--- src/rtl/seq_div_32.sv ---
// Sequential 32-bit unsigned restoring divider: one quotient bit per clock,
// using a ripple-carry add/subtract unit for the trial subtraction.
`ifndef DATA_WIDTH
`define DATA_WIDTH 32
`endif

module RC_ADD_SUB_32 (
    input  logic        SnA,
    input  logic [31:0] A,
    input  logic [31:0] B,
    output logic [31:0] S,
    output logic        CO
);

    // Ripple chain: SnA=1 computes A + ~B + 1, so CO=1 means A >= B.
    always_comb begin : ripple
        logic c;
        logic b_i;
        c   = SnA;
        b_i = 1'b0;
        S   = 32'd0;
        for (int i = 0; i < 32; i++) begin
            b_i  = B[i] ^ SnA;
            S[i] = A[i] ^ b_i ^ c;
            c    = (A[i] & b_i) | (A[i] & c) | (b_i & c);
        end
        CO = c;
    end

endmodule

module seq_div_32 #(
    parameter int WIDTH = `DATA_WIDTH
) (
    input  logic             CLK,
    input  logic             RST,
    input  logic             START,
    input  logic [WIDTH-1:0] DIVIDEND,
    input  logic [WIDTH-1:0] DIVISOR,
    output logic [WIDTH-1:0] QUOTIENT,
    output logic [WIDTH-1:0] REMAINDER,
    output logic             BUSY,
    output logic             DONE,
    output logic             DIV_ZERO
);

    localparam int              CW       = $clog2(WIDTH);
    localparam logic [CW-1:0]   CNT_LAST = CW'(WIDTH - 1);
    localparam logic [CW-1:0]   CNT_ONE  = CW'(1);
    localparam logic [WIDTH-1:0] ZERO    = {WIDTH{1'b0}};
    localparam logic [WIDTH-1:0] ALL_ONE = {WIDTH{1'b1}};

    typedef enum logic [1:0] {
        IDLE = 2'd0,
        RUN  = 2'd1,
        FIN  = 2'd2
    } state_t;

    state_t           state_r;
    logic [CW-1:0]    cnt_r;
    logic [WIDTH-1:0] rem_r;
    logic [WIDTH-1:0] quo_r;
    logic [WIDTH-1:0] div_r;

    logic [WIDTH-1:0] shift_s;
    logic [WIDTH-1:0] diff_s;
    logic             co_s;
    logic             success_s;
    logic [WIDTH-1:0] rem_next_s;
    logic [WIDTH-1:0] quo_next_s;

    assign shift_s = {rem_r[WIDTH-2:0], quo_r[WIDTH-1]};

    RC_ADD_SUB_32 u_sub (
        .SnA (1'b1),
        .A   (shift_s),
        .B   (div_r),
        .S   (diff_s),
        .CO  (co_s)
    );

    // A set R[31] means the shifted value exceeds 2^32 > D, so the step
    // succeeds even though the carry-out is lost.
    always_comb begin
        success_s  = rem_r[WIDTH-1] | co_s;
        quo_next_s = {quo_r[WIDTH-2:0], success_s};
        if (success_s) begin
            rem_next_s = diff_s;
        end else begin
            rem_next_s = shift_s;
        end
    end

    // Control FSM, datapath registers and registered result outputs.
    always_ff @(posedge CLK or negedge RST) begin
        if (!RST) begin
            state_r   <= IDLE;
            cnt_r     <= {CW{1'b0}};
            rem_r     <= ZERO;
            quo_r     <= ZERO;
            div_r     <= ZERO;
            QUOTIENT  <= ZERO;
            REMAINDER <= ZERO;
            BUSY      <= 1'b0;
            DONE      <= 1'b0;
            DIV_ZERO  <= 1'b0;
        end else begin
            case (state_r)
                IDLE, FIN: begin
                    if (START) begin
                        if (DIVISOR == ZERO) begin
                            state_r   <= FIN;
                            BUSY      <= 1'b0;
                            DONE      <= 1'b1;
                            QUOTIENT  <= ALL_ONE;
                            REMAINDER <= DIVIDEND;
                            DIV_ZERO  <= 1'b1;
                        end else begin
                            state_r <= RUN;
                            div_r   <= DIVISOR;
                            quo_r   <= DIVIDEND;
                            rem_r   <= ZERO;
                            cnt_r   <= {CW{1'b0}};
                            BUSY    <= 1'b1;
                            DONE    <= 1'b0;
                        end
                    end else begin
                        state_r <= IDLE;
                        BUSY    <= 1'b0;
                        DONE    <= 1'b0;
                    end
                end
                RUN: begin
                    rem_r <= rem_next_s;
                    quo_r <= quo_next_s;
                    cnt_r <= cnt_r + CNT_ONE;
                    if (cnt_r == CNT_LAST) begin
                        state_r   <= FIN;
                        BUSY      <= 1'b0;
                        DONE      <= 1'b1;
                        QUOTIENT  <= quo_next_s;
                        REMAINDER <= rem_next_s;
                        DIV_ZERO  <= 1'b0;
                    end else begin
                        state_r <= RUN;
                    end
                end
                default: begin
                    state_r <= IDLE;
                    BUSY    <= 1'b0;
                    DONE    <= 1'b0;
                end
            endcase
        end
    end

endmodule
--- config.mk ---
export PLATFORM = sky130hd
export DESIGN_NAME = seq_div_32
export DESIGN_NICKNAME = d
export VERILOG_FILES = /design/src/rtl/seq_div_32.sv
export SDC_FILE = /design/constraint.sdc
export NUM_CORES = 1
export LEC_CHECK = 0
export CAP_MARGIN = 15
export CORE_MARGIN = 4
export CORE_UTILIZATION = 45
export CTS_CLUSTER_SIZE = 28
export DETAILED_ROUTE_END_ITERATION = 6
export PLACE_DENSITY = 0.69
export SYNTH_ARGS = -nofsm -noshare
export SYNTH_HDL_FRONTEND = slang
export SYNTH_SLANG_ARGS = --single-unit
--- constraint.sdc ---
create_clock -name CLK -period 15.1 [get_ports CLK]
set_input_delay 1.51 -clock CLK [delete_from_list [all_inputs] [get_ports CLK]]
set_output_delay 1.51 -clock CLK [all_outputs]
set_load 0.005 [all_outputs]
-- Yosys cells after proc, flatten, opt, wreduce, memory -nomap -nowiden
Cells that the tools add are included.
- output and inout bits: 67
- bits of input ports: 67
- memories: 0
- RAM bits: 0
- register bits: 170
- bits in latches: 0
- bits in read-only memories: 0
- bitwise logic cells: 256
- add/sub/neg operators: 1
- equality and inequality tests: 7
- divide/modulo/power cells: 0
- multipliers: 0
- multiplexer cells: 33
- order comparisons: 0
- reduce and logical (&&, ||, !) cells: 7
- shift operators: 0
- operators by type and width (kind ; count):
    two-way mux 32 bit ; 11
    case mux 32 bit (2 select lines) ; 4
    AND 1 bit ; 94
    OR 1 bit ; 65
    bitwise XOR 1 bit ; 63
    inverter 1 bit ; 34
    logical NOT 32 bit ; 1
    two-way mux 5 bit ; 2
    case mux 5 bit (2 select lines) ; 1
    two-way mux 1 bit ; 8
    != test 2 bit, second input constant ; 4
    two-way mux 2 bit ; 3
    case mux 1 bit (2 select lines) ; 3
    AND reduction 3 bit ; 2
    adder 5 x 1 -> 5 bit, second input constant ; 1
    == test 5 bit, second input constant ; 1
    case mux 2 bit (2 select lines) ; 1
    AND reduction 4 bit ; 1
    == test 2 x 1 -> 1 bit, second input constant ; 1
    == test 2 bit, second input constant ; 1
    logical NOT 2 bit ; 1
    nonzero test 2 bit ; 1
    OR reduction 2 bit ; 1

-- Longest topological paths before layout
Gate-level depths: netlist of the first run.
- depth after elaboration: 101
- mapped depth: 41
- gate-level depth less buffers: 39

-- Hierarchy
From an unflattened synthesis of the first run, not the netlist that was laid out.
- cells, all modules: 857
- area total of the unflattened synthesis: 8793.4 um2
- modules (own cells, without submodules) (module ; sequential area each (um2) ; area an instance (um2) ; times used ; cells each):
    seq_div_32 ; 4254.1 ; 7602.3 ; 1 ; 731
    RC_ADD_SUB_32 ; 0.0 ; 1191.1 ; 1 ; 126

-- Least setup slack after synthesis of the first run
Ideal clock, no wire load.
- kind: reg2reg
- start: register quo_r[31]
- end: register REMAINDER[14]
- clock period less this slack: 13.436 ns
- cell stages (with the launch flop): 42
- buffers on the path: 2
- required time: 14.973 ns
- slack: 1.664 ns
- library setup time: 0.127 ns
- arrival: 13.308 ns
- cell sequence: dfrtp_1 > inv_1 > ha_1 > fa_1 > fa_1 > fa_1 > fa_1 > fa_1 > fa_1 > fa_1 > fa_1 > fa_1 > fa_1 > fa_1 > fa_1 > fa_1 > fa_1 > fa_1 > (+6 left out) > fa_1 > fa_1 > fa_1 > fa_1 > fa_1 > fa_1 > fa_1 > fa_1 > fa_1 > inv_1 > fa_1 > or2_2 > clkbuf_1 > clkbuf_1 > nand2_1 > o21ai_0 > o21ai_0 > mux2_1
- cells in the longest elaborated chain, start to end: 100
- elaborated cells on any way between the ends: 132
- ends and longest elaborated chain (item ; RTL line ; source):
    from (decl) ; 62 ; logic [WIDTH-1:0] quo_r;
    from (signal assigned) ; 135 ; quo_r <= quo_next_s;
    AND 1 bit ; 25 ; c = (A[i] & b_i) | (A[i] & c) | (b_i & c);
    OR 1 bit (*) (2 in series) ; 25 ;
    AND 1 bit ; 25 ;
    OR 1 bit ; 25 ;
    OR 1 bit (*) ; 25 ;
    AND 1 bit ; 25 ;
    OR 1 bit ; 25 ;
    OR 1 bit (*) ; 25 ;
    (+81 left out) ; n/a ;
    AND 1 bit ; 25 ;
    OR 1 bit (2 in series) ; 25 ;
    AND 1 bit ; 25 ;
    OR 1 bit (2 in series) ; 25 ;
    OR 1 bit ; 85 ; success_s = rem_r[WIDTH-1] | co_s;
    two-way mux 32 bit (*) ; 87 ; if (success_s) begin
    two-way mux 32 bit (*) ; 137 ; if (cnt_r == CNT_LAST) begin
    case mux 32 bit (2 select lines) (*) ; 108 ; case (state_r)
    to (signal assigned) ; 142 ; REMAINDER <= rem_next_s;
    to (decl) ; 41 ; output logic [WIDTH-1:0] REMAINDER,
Mark *: on every way between the ends. The rest lies on a longest branch, timed or not. The select of a mux whose other input is x is not followed.
A chain may end at the register's enable or synchronous reset.

-- Final worst setup path of the first run
- start: register quo_r[31]
- end: register REMAINDER[19]
- cells in the longest elaborated chain, start to end: 100
- elaborated cells on any way between the ends: 132
- ends and longest elaborated chain (item ; RTL line):
    AND 1 bit ; 25
    OR 1 bit (*) (2 in series) ; 25
    AND 1 bit ; 25
    OR 1 bit ; 25
    OR 1 bit (*) ; 25
    AND 1 bit ; 25
    OR 1 bit ; 25
    OR 1 bit (*) ; 25
    (+81 left out) ; n/a
    AND 1 bit ; 25
    OR 1 bit (2 in series) ; 25
    AND 1 bit ; 25
    OR 1 bit (2 in series) ; 25
    OR 1 bit ; 85
    two-way mux 32 bit (*) ; 87
    two-way mux 32 bit (*) ; 137
    case mux 32 bit (2 select lines) (*) ; 108
Marked as above.

==> results.py, run 1 <==
metrics = {
    "synth": {
        "synth-edff-count": 0,
        "synth_nets": 780,
        "yosys_warnings": 0,
        "syn_inst": 679,
        "synth.yosys.seq_area_share_pct": 54.8,
        "synthesis.area_um2": 7770,
        "ys_types": 32,
        "synth_area_per_cell_um2": 11.4,
        "synthFlopType": "dfrtp_1",
        "async_reset_ff_share_pct": 100,
        "synth.ff_latch_count": 170,
    },
    "routing": {
        "via_per_inst": 5.44,
        "first_pass_iters": 4,
        "first_iter_violations": 361,
        "wl_per_cell_um": 18.2,
        "detail-route-antenna-nets": 0,
        "post-route-drc-count": 0,
        "num_vias": 5585,
        "wl_um": 18700,
    },
    "floorplanning": {
        "core_area_um2": 16800,
        "ios": 134,
        "die_w_um": 139,
        "dieArea_um2": 19400,
        "chipHeight_um": 139,
        "initial_core_util_pct": 46.3,
        "row_count": 47,
    },
    "clock_network": {
        "clk_pin_slew_ns": 0.06,
        "cts_sinks": 170,
        "cts_tree": "yes",
        "cts_root_buf": "clkbuf_16",
        "insertion_delay_ns": 0.43,
        "cts_buffers": 17,
        "postCtsSetupRepairBufs": 0,
        "post_cts_resized": 0,
        "cts.hold.buffers_added": 0,
        "clk_path_buf_depth": 2,
        "h-tree-depth": 4,
    },
    "grt": {
        "grt_usage_pct": 19.8,
        "grt_overflow": 0,
        "grt_pass1_wl_um": 30800,
        "first_global_vias": 5884,
        "grt_antenna_before_repair": 0,
        "grt_max_degree": 98,
    },
    "power": {
        "power.leakage_nw": 4.15,
        "clockPowerShare_pct": 17.2,
        "sequentialPowerShare_pct": 33.7,
        "swShare_pct": 39.0,
        "intPower_mw": 1.52,
        "cellPowerDensity_nw_per_um2": 253,
        "switchingPower_uw": 971,
        "combPwrFrac_pct": 49.1,
        "ir_drop_v": 0.000115,
    },
    "final_layout": {
        "ff_latch_area_um2": 4250,
        "syn_to_final_growth_pct": 26.8,
        "nFillCells": 1392,
        "final_util_pct": 58.8,
        "multi_input_area_um2": 3080,
        "finalNetCount": 894,
        "diodes": 0,
        "drive_gt1_share_pct": 11.4,
    },
    "worst_setup_path": {
        "timing.critical_path.from": "quo_r[31]",
        "crit_slowest_cell": "fa_1",
        "crit_top_cell": "fa_1",
        "worstPathMaxFanout": 26,
        "cp_slowest_stage_delay_ns": 0.42,
        "worstPathRequired_ns": 15.41,
        "r2r_setup_slack_ns": 0.98,
        "startpoint_type": "flip-flop",
        "path_class": "reg -> reg",
        "r2r_cells": 40,
        "endpoint_kind": "flip-flop",
        "r2r-start": "quo_r[31]",
        "critPathArrivalTime_ns": 14.43,
    },
    "timing": {
        "setup_violations": 0,
        "worstMarginPinSlew_ns": 1.05,
        "maxSlewViolCount": 0,
        "min_period_ns": 14.12,
        "finalClockSkew_ns": 0.00706,
        "max_freq_ghz": 0.0708,
        "slew_headroom_pct": 30.1,
        "setup-tns-final_ns": 0,
        "rsz0062_at_grt": "false",
        "finalHoldViolations": 0,
        "fin_crit_sh_pct": 93.5,
    },
    "place": {
        "dp_hpwl_um": 12800,
        "port_buffers": 133,
        "gp_congestion": 0.794,
    },
    "worst_hold_path": {
        "hp-start": "QUOTIENT[30]",
        "hold_path.class": "reg -> reg",
        "hold_depth": 1,
    },
    "job": {
        "maxCapViolations": 0,
    },
    "run_status": {
        "status": "finished, final reports clean",
    },
}
==> cell usage in the layout, fill, tap and decap left out, types with 4 or more instances in the layout <==
master and instances:
dfrtp_1 170, clkdlybuf4s50_1 132, nand2_1 71, o21ai_0 67, inv_1 64, o22ai_1 62, mux2_2 47, a21oi_1 34
o22a_1 31, fa_1 31, mux2_1 17, clkbuf_16 17, nor4_1 8, buf_4 7, nand3_1 5, clkbuf_8 5
nor2_1 4, clkinvlp_4 4
==> synth_stat cells, types with 4 or more instances <==
cell type / n / area, µm²
mux2_2: 47 / 529
fa_1: 31 / 621
nand2_1: 71 / 267
nor4_1: 8 / 50.1
nor2_1: 4 / 15.0
o21ai_0: 67 / 335
buf_2: 10 / 50.1
buf_4: 4 / 30.0
dfrtp_1: 170 / 4250
a21oi_1: 34 / 170
nand3_1: 5 / 25.0
o22a_1: 31 / 272
mux2_1: 17 / 191
inv_1: 64 / 240
clkbuf_1: 26 / 97.6
o22ai_1: 62 / 388
==> critical path, delay by kind of cell (launching register included) <==
family | cells | cell delay, ns
adder cells (fa/ha/maj) | 32 | 12.20
buffers and inverters | 3 | 0.45
AND/OR/NAND/NOR | 2 | 0.41
flip-flops | 1 | 0.34
multiplexers | 1 | 0.34
AO/OA/AOI/OAI | 2 | 0.25
==> flip-flops by register name (all words and copies together), names as in the netlist <==
register and cells:
QUOTIENT 32, DONE 1, DIV_ZERO 1, BUSY 1
quo_r 32, rem_r 32, div_r 32, state_r 2
REMAINDER 32, cnt_r 5
==> power groups by stage <==
| stage | Combinational (mW) | Sequential (mW) | Clock (mW) |
|---|---|---|---|
| 2_1_floorplan | 0.813 | 0.807 | 0 |
| 5_1_grt | 1.40 | 0.866 | 0.454 |
| 4_1_cts | 1.22 | 0.840 | 0.436 |
| 3_3_place_gp | 1.15 | 0.836 | 0 |
| 3_5_place_dp | 1.22 | 0.845 | 0 |
| 6_report | 1.22 | 0.839 | 0.429 |
==> cell families (layout without fill, tap and decap cells) <==
group | count (synthesis) | count (layout) | synth area share (%)
AO/OA/AOI/OAI | 200 | 200 | 15.7
flip-flops | 170 | 170 | 54.8
buffers and inverters | 110 | 237 | 5.96
AND/OR/NAND/NOR | 97 | 97 | 5.35
multiplexers | 67 | 67 | 9.66
adder cells (fa/ha/maj) | 34 | 34 | 8.47
XOR/XNOR | 1 | 1 | 0.113
==> per-stage QoR <==
step,hold WS [ns],power [mW],cells,setup WS (ns),cell area [µm²]
global route,0.507,2.72,1026,0.430,9850
CTS,0.491,2.50,1025,1.02,9820
detailed placement,0.477,2.06,993,1.04,9240
floorplan,0.460,1.62,679,1.66,7770
finish,0.485,2.49,1026,0.982,9850
global placement,0.472,1.99,993,1.22,9240
==> final timing paths <==
kind	to
max reg2reg	REMAINDER[19]
min reg2reg	QUOTIENT[30]
min	QUOTIENT[30]
min in group asynchronous	quo_r[18]
max	REMAINDER[19]
max in group asynchronous	REMAINDER[0]
==> area by class of cell <==
class / instances / area share [%]
Multi-Input combinational cell: 399 / 31.3
Tap cell: 220 / 2.79
Clock inverter: 8 / 0.876
Inverter: 64 / 2.44
Clock buffer: 24 / 5.09
Timing Repair Buffer: 141 / 14.3
Sequential cell: 170 / 43.2
==> per-layer routing <==
| metal | GRT usage (%) | vias up | wire length (µm) |
|---|---|---|---|
| met4 | 7.11 | 0 | 311 |
| met3 | 4.56 | 21 | 827 |
| met2 | 32.7 | 139 | 9200 |
| met1 | 25.9 | 2820 | 8330 |
| li1 | - | 2605 | - |
| met5 | 0 | - | 0 |
Power figures use the tool's default switching activity.
==> inputs of run 2 (changes only) <==
--- a/config.mk
+++ b/config.mk
@@ -7,10 +7,10 @@
 export LEC_CHECK = 0
 export CAP_MARGIN = 15
 export CORE_MARGIN = 4
-export CORE_UTILIZATION = 45
+export CORE_UTILIZATION = 53
 export CTS_CLUSTER_SIZE = 28
 export DETAILED_ROUTE_END_ITERATION = 6
-export PLACE_DENSITY = 0.69
+export PLACE_DENSITY = 0.79
 export SYNTH_ARGS = -nofsm -noshare
 export SYNTH_HDL_FRONTEND = slang
 export SYNTH_SLANG_ARGS = --single-unit
==> results.py, run 2 (synthesized netlist as in run 1, its figures left out) <==
metrics = {
    "run_status": {
        "status": "finished, final reports clean",
    },
    "power": {
        "combPwrFrac_pct": 49.1,
        "sequentialPowerShare_pct": 33.7,
        "cellPowerDensity_nw_per_um2": 255,
        "swShare_pct": 39.1,
        "power.total_mw": 2.50,
        "ir_drop_v": 0.000127,
        "power.leakage_nw": 4.14,
        "clockPowerShare_pct": 17.3,
        "switchingPower_uw": 977,
        "intPower_mw": 1.52,
    },
    "routing": {
        "first_iter_violations": 544,
        "first_pass_iters": 5,
        "wl_um": 18700,
        "wl_per_cell_um": 19.0,
        "drt-met1-wl_um": 7820,
        "routed.top_layer": "met4",
        "via_per_inst": 5.79,
        "wl_met2_um": 9440,
        "detail-route-antenna-nets": 0,
        "wl_met3_um": 1090,
        "post-route-drc-count": 0,
        "num_vias": 5693,
    },
    "final_layout": {
        "syn_to_final_growth_pct": 25.8,
        "drive_gt1_share_pct": 11.3,
        "diodes": 0,
        "final_util_pct": 69.3,
        "postLayoutCellArea_um2": 9770,
        "final_cell_mix": "170 x dfrtp_1, 132 x clkdlybuf4s50_1, 71 x nand2_1",
        "finalNetCount": 892,
        "fin_cells": 984,
        "final_common_cell": "dfrtp_1",
    },
    "timing": {
        "setup_slack_ns": 0.566,
        "maxSlewViolCount": 0,
        "max_freq_ghz": 0.0688,
        "finalClockSkew_ns": 0.00818,
        "rsz0062_at_grt": "false",
        "setup_violations": 0,
        "min_period_ns": 14.53,
        "setup-tns-final_ns": 0,
        "fin_crit_sh_pct": 96.3,
        "worstMarginPinSlew_ns": 1.19,
        "whs_ns": 0.483,
        "finalHoldViolations": 0,
        "slew_headroom_pct": 20.3,
    },
    "floorplanning": {
        "die_w_um": 129,
        "dieArea_um2": 16700,
        "ios": 134,
        "initial_core_util_pct": 55.1,
        "chipHeight_um": 129,
        "row_count": 43,
        "core_area_um2": 14100,
    },
    "clock_network": {
        "cts_sinks": 170,
        "h-tree-depth": 4,
        "post_cts_resized": 0,
        "postCtsSetupRepairBufs": 0,
        "insertion_delay_ns": 0.43,
        "clk_path_buf_depth": 2,
        "clk_pin_slew_ns": 0.06,
        "cts.hold.buffers_added": 0,
        "cts_buffers": 17,
        "cts_tree": "yes",
        "cts_root_buf": "clkbuf_16",
    },
    "worst_setup_path": {
        "path_class": "reg -> reg",
        "cp_num_buf_inv": 3,
        "critPathTopFamily": "adder cells",
        "crit_slowest_cell": "or2_2",
        "worstPathMaxFanout": 45,
        "startpoint_type": "flip-flop",
        "crit_top_cell": "fa_1",
        "worstPathRequired_ns": 15.41,
        "critPathArrivalTime_ns": 14.84,
        "endpoint_kind": "flip-flop",
        "cp_slowest_stage_delay_ns": 0.56,
    },
    "grt": {
        "first_global_vias": 6063,
        "grt_usage_pct": 23.6,
        "grt_antenna_before_repair": 0,
        "grt_max_degree": 94,
        "grt_overflow": 0,
        "grt_pass1_wl_um": 30800,
    },
    "worst_hold_path": {
        "hold_path.class": "reg -> reg",
    },
    "place": {
        "dp.cells": 952,
        "gp_congestion": 0.825,
        "dp_hpwl_um": 12800,
        "dpl_cell_area_um2": 9180,
        "port_buffers": 133,
        "dp_slack_ns": 0.691,
    },
    "job": {
        "maxCapViolations": 0,
    },
}
-- run 2: changes by cell type in the layout (fill, tap and decap cells not counted), sizes merged --
cell / delta
clkinvlp: -1
buf: -2
clkbuf: -3
clkinv: +3
bufinv: +1
-- run 2: final timing paths --
kind / cells after the start / from / slack [ns] / endpoint
min: 1 / QUOTIENT[28] / 0.48 / QUOTIENT[28]
min in group asynchronous: 1 / RST / 1.15 / quo_r[18]
min reg2reg: 1 / QUOTIENT[28] / 0.48 / QUOTIENT[28]
max reg2reg: 40 / quo_r[31] / 0.57 / REMAINDER[4]
max: 40 / quo_r[31] / 0.57 / REMAINDER[4]
max in group asynchronous: 2 / RST / 12.45 / quo_r[22]
-- run 2: worst register-to-register path, delay by kind of cell (launching register included) --
family	cells	cell delay, ns
fa+ha+maj	32	12.36
simple gates	2	0.64
buf+inv	3	0.48
flops	1	0.34
mux	1	0.31
compound gates	2	0.28
-- run 2: layout make-up --
| cell class | instances | area (µm²) |
|---|---|---|
| multi-input combinational | 399 | 3080 |
| clock buffer | 21 | 470 |
| fill | 1033 | 4330 |
| clock inverter | 11 | 120 |
| tap | 180 | 225 |
| inverter | 64 | 240 |
| sequential | 170 | 4250 |
| timing repair buffer | 139 | 1380 |
-- run 2: power groups by stage --
stage          logic [mW]  registers, mW  clock network, mW
2_1_floorplan       0.813          0.807                  0
3_3_place_gp         1.14          0.831                  0
3_5_place_dp         1.22          0.843                  0
4_1_cts              1.23          0.839              0.435
5_1_grt              1.39          0.867              0.455
6_report             1.22          0.840              0.431
-- run 2: layer usage --
metal / vias up / global-route usage (%)
li1: 2607 / -
met1: 2882 / 31.9
met2: 178 / 38.3
met3: 26 / 5.32
met4: 0 / 8.03
met5: - / 0
